===== config.mk =====
export PLATFORM = sky130hd
export DESIGN_NAME = dump_serializer
export DESIGN_NICKNAME = d
export VERILOG_FILES = /design/src/rtl/iagc_pkg.sv /design/src/rtl/edge_detect.sv /design/src/rtl/dump_serializer.sv
export SDC_FILE = /design/constraint.sdc
export NUM_CORES = 1
export LEC_CHECK = 0
export ABC_AREA = 0
export BUFFER_PORTS_ARGS = -buffer_cell sky130_fd_sc_hd__buf_2
export CELL_PAD_IN_SITES_DETAIL_PLACEMENT = 0
export CELL_PAD_IN_SITES_GLOBAL_PLACEMENT = 1
export CORE_ASPECT_RATIO = 2
export CORE_MARGIN = 2
export CORE_UTILIZATION = 30
export CTS_CLUSTER_SIZE = 30
export DETAILED_ROUTE_END_ITERATION = 10
export PLACE_DENSITY = 0.67
export SYNTH_ARGS = -nofsm -noshare
export SYNTH_HDL_FRONTEND = slang
export SYNTH_SLANG_ARGS = --single-unit

===== constraint.sdc =====
create_clock -name i_clock -period 1.75 [get_ports i_clock]
set_clock_uncertainty 0.1 [all_clocks]
set_input_delay 0.2625 -clock i_clock [delete_from_list [all_inputs] [get_ports i_clock]]
set_output_delay 0.2625 -clock i_clock [all_outputs]
set_load 0.1 [all_outputs]

===== src/rtl/iagc_pkg.sv =====
// Definitions shared by the IAGC dump path: serializer state encoding,
// default terminator character and the status codes shared with the dump unit.
package iagc_pkg;

  typedef enum logic [2:0] {
    SER_IDLE       = 3'd0,
    SER_START      = 3'd1,
    SER_WAIT       = 3'd2,
    SER_ACK        = 3'd3,
    SER_TERM_START = 3'd4,
    SER_TERM_WAIT  = 3'd5
  } ser_state_t;

  localparam logic [7:0] END_BYTE_DEFAULT = 8'h0A;

  typedef enum logic [1:0] {
    IAGC_STATUS_IDLE    = 2'd0,
    IAGC_STATUS_DUMPING = 2'd1,
    IAGC_STATUS_DONE    = 2'd2,
    IAGC_STATUS_ERROR   = 2'd3
  } iagc_status_t;

  // Number of UART characters needed for one memory word.
  function automatic int bytes_per_word(input int data_size, input int byte_size);
    return data_size / byte_size;
  endfunction

endpackage


===== src/rtl/edge_detect.sv =====
// One-bit registered rising-edge detector; output is combinational from the
// live input against its registered copy.
module edge_detect (
  input  logic i_clock,
  input  logic i_reset,
  input  logic i_signal,
  output logic o_rise
);

  logic signal_d;

  always_ff @(posedge i_clock) begin
    if (i_reset) signal_d <= 1'b0;
    else         signal_d <= i_signal;
  end

  assign o_rise = i_signal & ~signal_d;

endmodule


===== src/rtl/dump_serializer.sv =====
// Splits each dumped memory word into UART characters (LSB first), handshakes
// the dump unit with a ready pulse and closes a dump with a terminator byte.
module dump_serializer
  import iagc_pkg::*;
#(
  parameter int                   DATA_SIZE  = 32,
  parameter int                   BYTE_SIZE  = 8,
  parameter int                   COUNT_SIZE = 12,
  parameter logic [BYTE_SIZE-1:0] END_BYTE   = BYTE_SIZE'(END_BYTE_DEFAULT)
) (
  input  logic                  i_clock,
  input  logic                  i_reset,
  input  logic                  i_valid,
  input  logic [DATA_SIZE-1:0]  i_data,
  input  logic                  i_end,
  input  logic                  i_tx_done,
  output logic                  o_tx_start,
  output logic [BYTE_SIZE-1:0]  o_tx_data,
  output logic                  o_ready,
  output logic                  o_busy,
  output logic [COUNT_SIZE-1:0] o_word_count,
  output logic                  o_overrun
);

  localparam int NBYTES = bytes_per_word(DATA_SIZE, BYTE_SIZE);
  localparam int IDX_W  = (NBYTES > 1) ? $clog2(NBYTES) : 1;
  localparam logic [IDX_W-1:0] LAST_IDX = IDX_W'(NBYTES - 1);

  ser_state_t           state, state_next;
  logic [DATA_SIZE-1:0] shift_reg, shift_next;
  logic [IDX_W-1:0]     byte_idx;
  logic                 end_pending;
  logic                 count_restart;

  logic valid_rise, end_rise;
  logic load, shift_en, set_pend, clr_pend, overrun_set, term_from_idle;
  logic start_next;
  logic [BYTE_SIZE-1:0] tx_data_next;

  edge_detect u_valid_edge (
    .i_clock  (i_clock),
    .i_reset  (i_reset),
    .i_signal (i_valid),
    .o_rise   (valid_rise)
  );

  edge_detect u_end_edge (
    .i_clock  (i_clock),
    .i_reset  (i_reset),
    .i_signal (i_end),
    .o_rise   (end_rise)
  );

  always_ff @(posedge i_clock) begin
    if (i_reset) state <= SER_IDLE;
    else         state <= state_next;
  end

  always_comb begin
    state_next     = state;
    load           = 1'b0;
    shift_en       = 1'b0;
    set_pend       = 1'b0;
    clr_pend       = 1'b0;
    term_from_idle = 1'b0;
    overrun_set    = valid_rise && (state != SER_IDLE);
    case (state)
      SER_IDLE: begin
        if (valid_rise) begin
          load       = 1'b1;
          set_pend   = end_rise;
          state_next = SER_START;
        end else if (end_rise) begin
          term_from_idle = 1'b1;
          state_next     = SER_TERM_START;
        end
      end
      SER_START: begin
        set_pend   = end_rise;
        state_next = SER_WAIT;
      end
      SER_WAIT: begin
        set_pend = end_rise;
        if (i_tx_done) begin
          shift_en   = 1'b1;
          state_next = (byte_idx == LAST_IDX) ? SER_ACK : SER_START;
        end
      end
      SER_ACK: begin
        // An end arriving in this very cycle must not be lost on the way to IDLE.
        set_pend   = end_rise;
        state_next = (end_pending || end_rise) ? SER_TERM_START : SER_IDLE;
      end
      SER_TERM_START: state_next = SER_TERM_WAIT;
      SER_TERM_WAIT: begin
        if (i_tx_done) begin
          clr_pend   = 1'b1;
          state_next = SER_IDLE;
        end
      end
      default: state_next = SER_IDLE;
    endcase
  end

  always_comb begin
    shift_next = shift_reg;
    if (load)          shift_next = i_data;
    else if (shift_en) shift_next = shift_reg >> BYTE_SIZE;
    start_next   = (state_next == SER_START) || (state_next == SER_TERM_START);
    tx_data_next = (state_next == SER_TERM_START) ? END_BYTE : shift_next[BYTE_SIZE-1:0];
  end

  // Outputs are registered from the next-state decode so they line up with the state.
  always_ff @(posedge i_clock) begin
    if (i_reset) begin
      shift_reg     <= '0;
      byte_idx      <= '0;
      end_pending   <= 1'b0;
      count_restart <= 1'b1;
      o_tx_start    <= 1'b0;
      o_tx_data     <= '0;
      o_ready       <= 1'b0;
      o_busy        <= 1'b0;
      o_word_count  <= '0;
      o_overrun     <= 1'b0;
    end else begin
      shift_reg <= shift_next;
      if (load)          byte_idx <= '0;
      else if (shift_en) byte_idx <= byte_idx + IDX_W'(1);
      if (clr_pend)      end_pending <= 1'b0;
      else if (set_pend) end_pending <= 1'b1;
      o_overrun  <= o_overrun | overrun_set;
      o_tx_start <= start_next;
      if (start_next) o_tx_data <= tx_data_next;
      o_ready <= (state_next == SER_ACK);
      o_busy  <= (state_next != SER_IDLE);
      if ((load || term_from_idle) && count_restart) begin
        o_word_count  <= '0;
        count_restart <= 1'b0;
      end else if (state_next == SER_ACK) begin
        o_word_count <= o_word_count + COUNT_SIZE'(1);
      end
      if (clr_pend) count_restart <= 1'b1;
    end
  end

endmodule

==> qor.yml <==
setup_path:
  cp_slowest_stage_delay_ns: 0.44
  cp_slowest_cell: "or4b_1"
  path_delay_family: "simple AND/OR/NAND/NOR gates"
  arrival_ns: 1.80
  timing.critical_path.buf_inv: 0
  crit_path_start_kind: "flip-flop"
  worstSetupPathType: "reg2reg"
  critPathMaxFanout: 10
  critPathCaptureType: "flip-flop"
  worstPathRequired_ns: 1.91
  path_cells: "nand4bb_4 > nor2_4 > or4b_1 > a21oi_1"
clock_network:
  htreeDepth: 3
  clock_path_buffers: 2
  tritoncts: "built"
  cts_sinks: 65
  cts_buffers: 9
  clockRootBuffer: "clkbuf_16"
  hold_buffers: 0
  cts.clk_slew.worst_paths_ns: 0.05
  clkLatencyLatePin_ns: 0.33
floorplan:
  start_util_pct: 30.9
  die_y_um: 140
  die_w_um: 72.2
  dieArea_mm2: 0.0101
  core_mm2: 0.00901
  ios: 61
  rows: 49
placed_design:
  port_buffers: 60
  numPlacedInstances: 467
  dpl.hpwl_um: 5390
  place_congestion: 0.758
  dpl_cell_area_mm2: 0.00327
  pre_cts_slack_ns: -0.0921
power_and_ir_drop:
  peakVddDrop_v: 0.000622
  total_power_mw: 4.20
  powerDensity_mw_per_mm2: 1170
  p_leak_nw: 1.51
final_layout:
  utilization_pct: 40.0
  design_area_mm2: 0.00361
  drive_gt1_share_pct: 33.1
  nFillCells: 925
  largest_reg_flops: 32
  stdcell_count: 483
  antennaDiodeCount: 0
  layout.nets: 415
  syn2layout_area_growth_pct: 29.4
route:
  wl_um: 7400
  route.detailed.drc: 0
  num_vias: 2517
  dr.pass1.iters: 5
  wl_per_cell_um: 15.3
  drt-initial-drc-count: 164
  viasPerCell: 5.21
  antenna_left: 0
timing:
  period_share_pct: 93.5
  fmax_mhz: 611
  worstMarginPinSlew_ns: 0.490
  min_period_ns: 1.64
  hold_viol: 0
  setup_violations: 0
  setup_ws_ns: 0.114
  hold_ws_ns: 0.0594
  slew_violations: 0
  timing.setup.tns_ns: 0
  relSlewSlack_pct: 67.6
grt:
  grt_overflow_total: 0
  grt_pass1_wl_um: 12100
  grt_max_degree: 23
  grt_pass1_vias: 2415
  grt_usage_pct: 15.5
  antenna_found_initial: 0
synth:
  synth_ff_type: "dfxtp_1"
  avgSynthCellArea_um2: 9.05
  async_flop_share_pct: 0
  seq_area_frac_synth_pct: 46.7
  postSynthNetCount: 347
  synth_seq_cells: 65
  ys_warn_count: 0
  netlist_instances: 308
  synthesis.area_mm2: 0.00279
  synth_edf_count: 0
  ys_types: 53
hold_path:
  hp-class: "in2reg"
run:
  maxCapViolCount: 0
outcome:
  status: "completed"
==> worst paths after layout <==
| check | from | slack [ns] | cells past startpoint | endpoint |
|---|---|---|---|---|
| worst max-delay path | state[0]$_SDFF_PP0_ | 0.11 | 4 | o_word_count[11]$_SDFFE_PP0N_ |
| worst min-delay path | i_end | 0.06 | 2 | u_end_edge.signal_d$_SDFF_PP0_ |
| worst max register to register | state[0]$_SDFF_PP0_ | 0.11 | 4 | o_word_count[11]$_SDFFE_PP0N_ |
| worst min register to register | count_restart$_SDFFE_PP1P_ | 0.34 | 2 | count_restart$_SDFFE_PP1P_ |
==> repair_timing <==
| item | in CTS | in global routing |
|---|---|---|
| endpoints found under the hold margin | 0 | 0 |
| buffers inserted | 0 | 0 |
| cloned | 0 | 0 |
| gates resized for setup | 3 | 10 |
| setup endpoints to repair | 14 | 36 |
| pin swaps | 0 | 1 |
==> power breakdown <==
part           switching [mW]  internal, mW  total (mW)
clock                   0.644          1.09        1.74
sequential             0.0632          1.59        1.65
combinational           0.545         0.268       0.812
==> cell families after synthesis <==
family                     count (synthesis)  share of synthesized area [%]
and+or+nand+nor                          131                           24.0
DFF                                       65                           46.7
AOI/OAI and AO/OA                         64                           17.7
buffers and inverters                     34                           6.78
xor gates and xnor gates                   9                           2.83
muxes                                      3                           1.12
adders and majority gates                  2                          0.898
==> cell usage in the layout (no fill, tap or decap), types with 6 or more instances in the layout <==
master     Yosys  routed
nand2_1       44      44
dfxtp_2        0       8
dfxtp_4        0       6
buf_2         10      60
buf_4          3      18
o22ai_1        6       6
nor3_1        11      11
a21oi_1       16      16
a311o_1        7       7
clkbuf_16      0       9
inv_1         11      11
a222oi_1      12      12
nand3_1       13      13
dfxtp_1       65      51
nor2_1        31      30
==> cells in the mapped netlist (2+ instances only) <==
| cell | number | share of area [%] |
|---|---|---|
| mux2i_1 | 2 | 0.72 |
| nor3_1 | 11 | 2.0 |
| a21oi_1 | 16 | 2.9 |
| clkbuf_1 | 4 | 0.54 |
| a311oi_1 | 4 | 1.3 |
| o21a_1 | 2 | 0.54 |
| o221ai_1 | 2 | 0.63 |
| nand4_1 | 4 | 0.90 |
| and3_1 | 2 | 0.45 |
| nand2b_1 | 3 | 0.67 |
| dfxtp_1 | 65 | 47 |
| buf_6 | 5 | 2.0 |
| nor2_1 | 31 | 4.2 |
| o22ai_1 | 6 | 1.3 |
| nor2b_1 | 5 | 1.1 |
| nand2_1 | 44 | 5.9 |
| a222oi_1 | 12 | 4.3 |
| buf_4 | 3 | 0.81 |
| nand3b_1 | 2 | 0.54 |
| xor2_1 | 5 | 1.6 |
| and2_1 | 2 | 0.45 |
| a311o_1 | 7 | 2.5 |
| a31oi_1 | 2 | 0.45 |
| ha_1 | 2 | 0.90 |
| inv_1 | 11 | 1.5 |
| nand3_1 | 13 | 2.3 |
| xnor2_1 | 4 | 1.3 |
| buf_2 | 10 | 1.8 |
| o21ai_0 | 4 | 0.72 |
| or3_1 | 2 | 0.45 |
==> per-layer routing <==
layer	GRT usage [%]	wire, um	vias up
met4	8.54	133	0
met3	3.45	323	9
met5	0	0	-
met1	17.2	2890	1193
met2	26.5	4050	67
li1	-	-	1248
==> worst register-to-register path, stage by stage (launching register included) <==
cell and delay (ns):
dfxtp_1 0.33, nand4bb_4 0.39, nor2_4 0.17, or4b_1 0.44, a21oi_1 0.14
==> cell type report <==
class / count / area (um^2) / area share [%]
multi-input combinational: 209 / 1340 / 37.2
sequential: 65 / 1330 / 37.0
timing repair buffer: 80 / 475 / 13.2
clock buffer: 10 / 229 / 6.35
tap: 102 / 128 / 3.54
clock inverter: 6 / 58.8 / 1.63
inverter: 11 / 41.3 / 1.14
(Power assumes the default switching activity.)
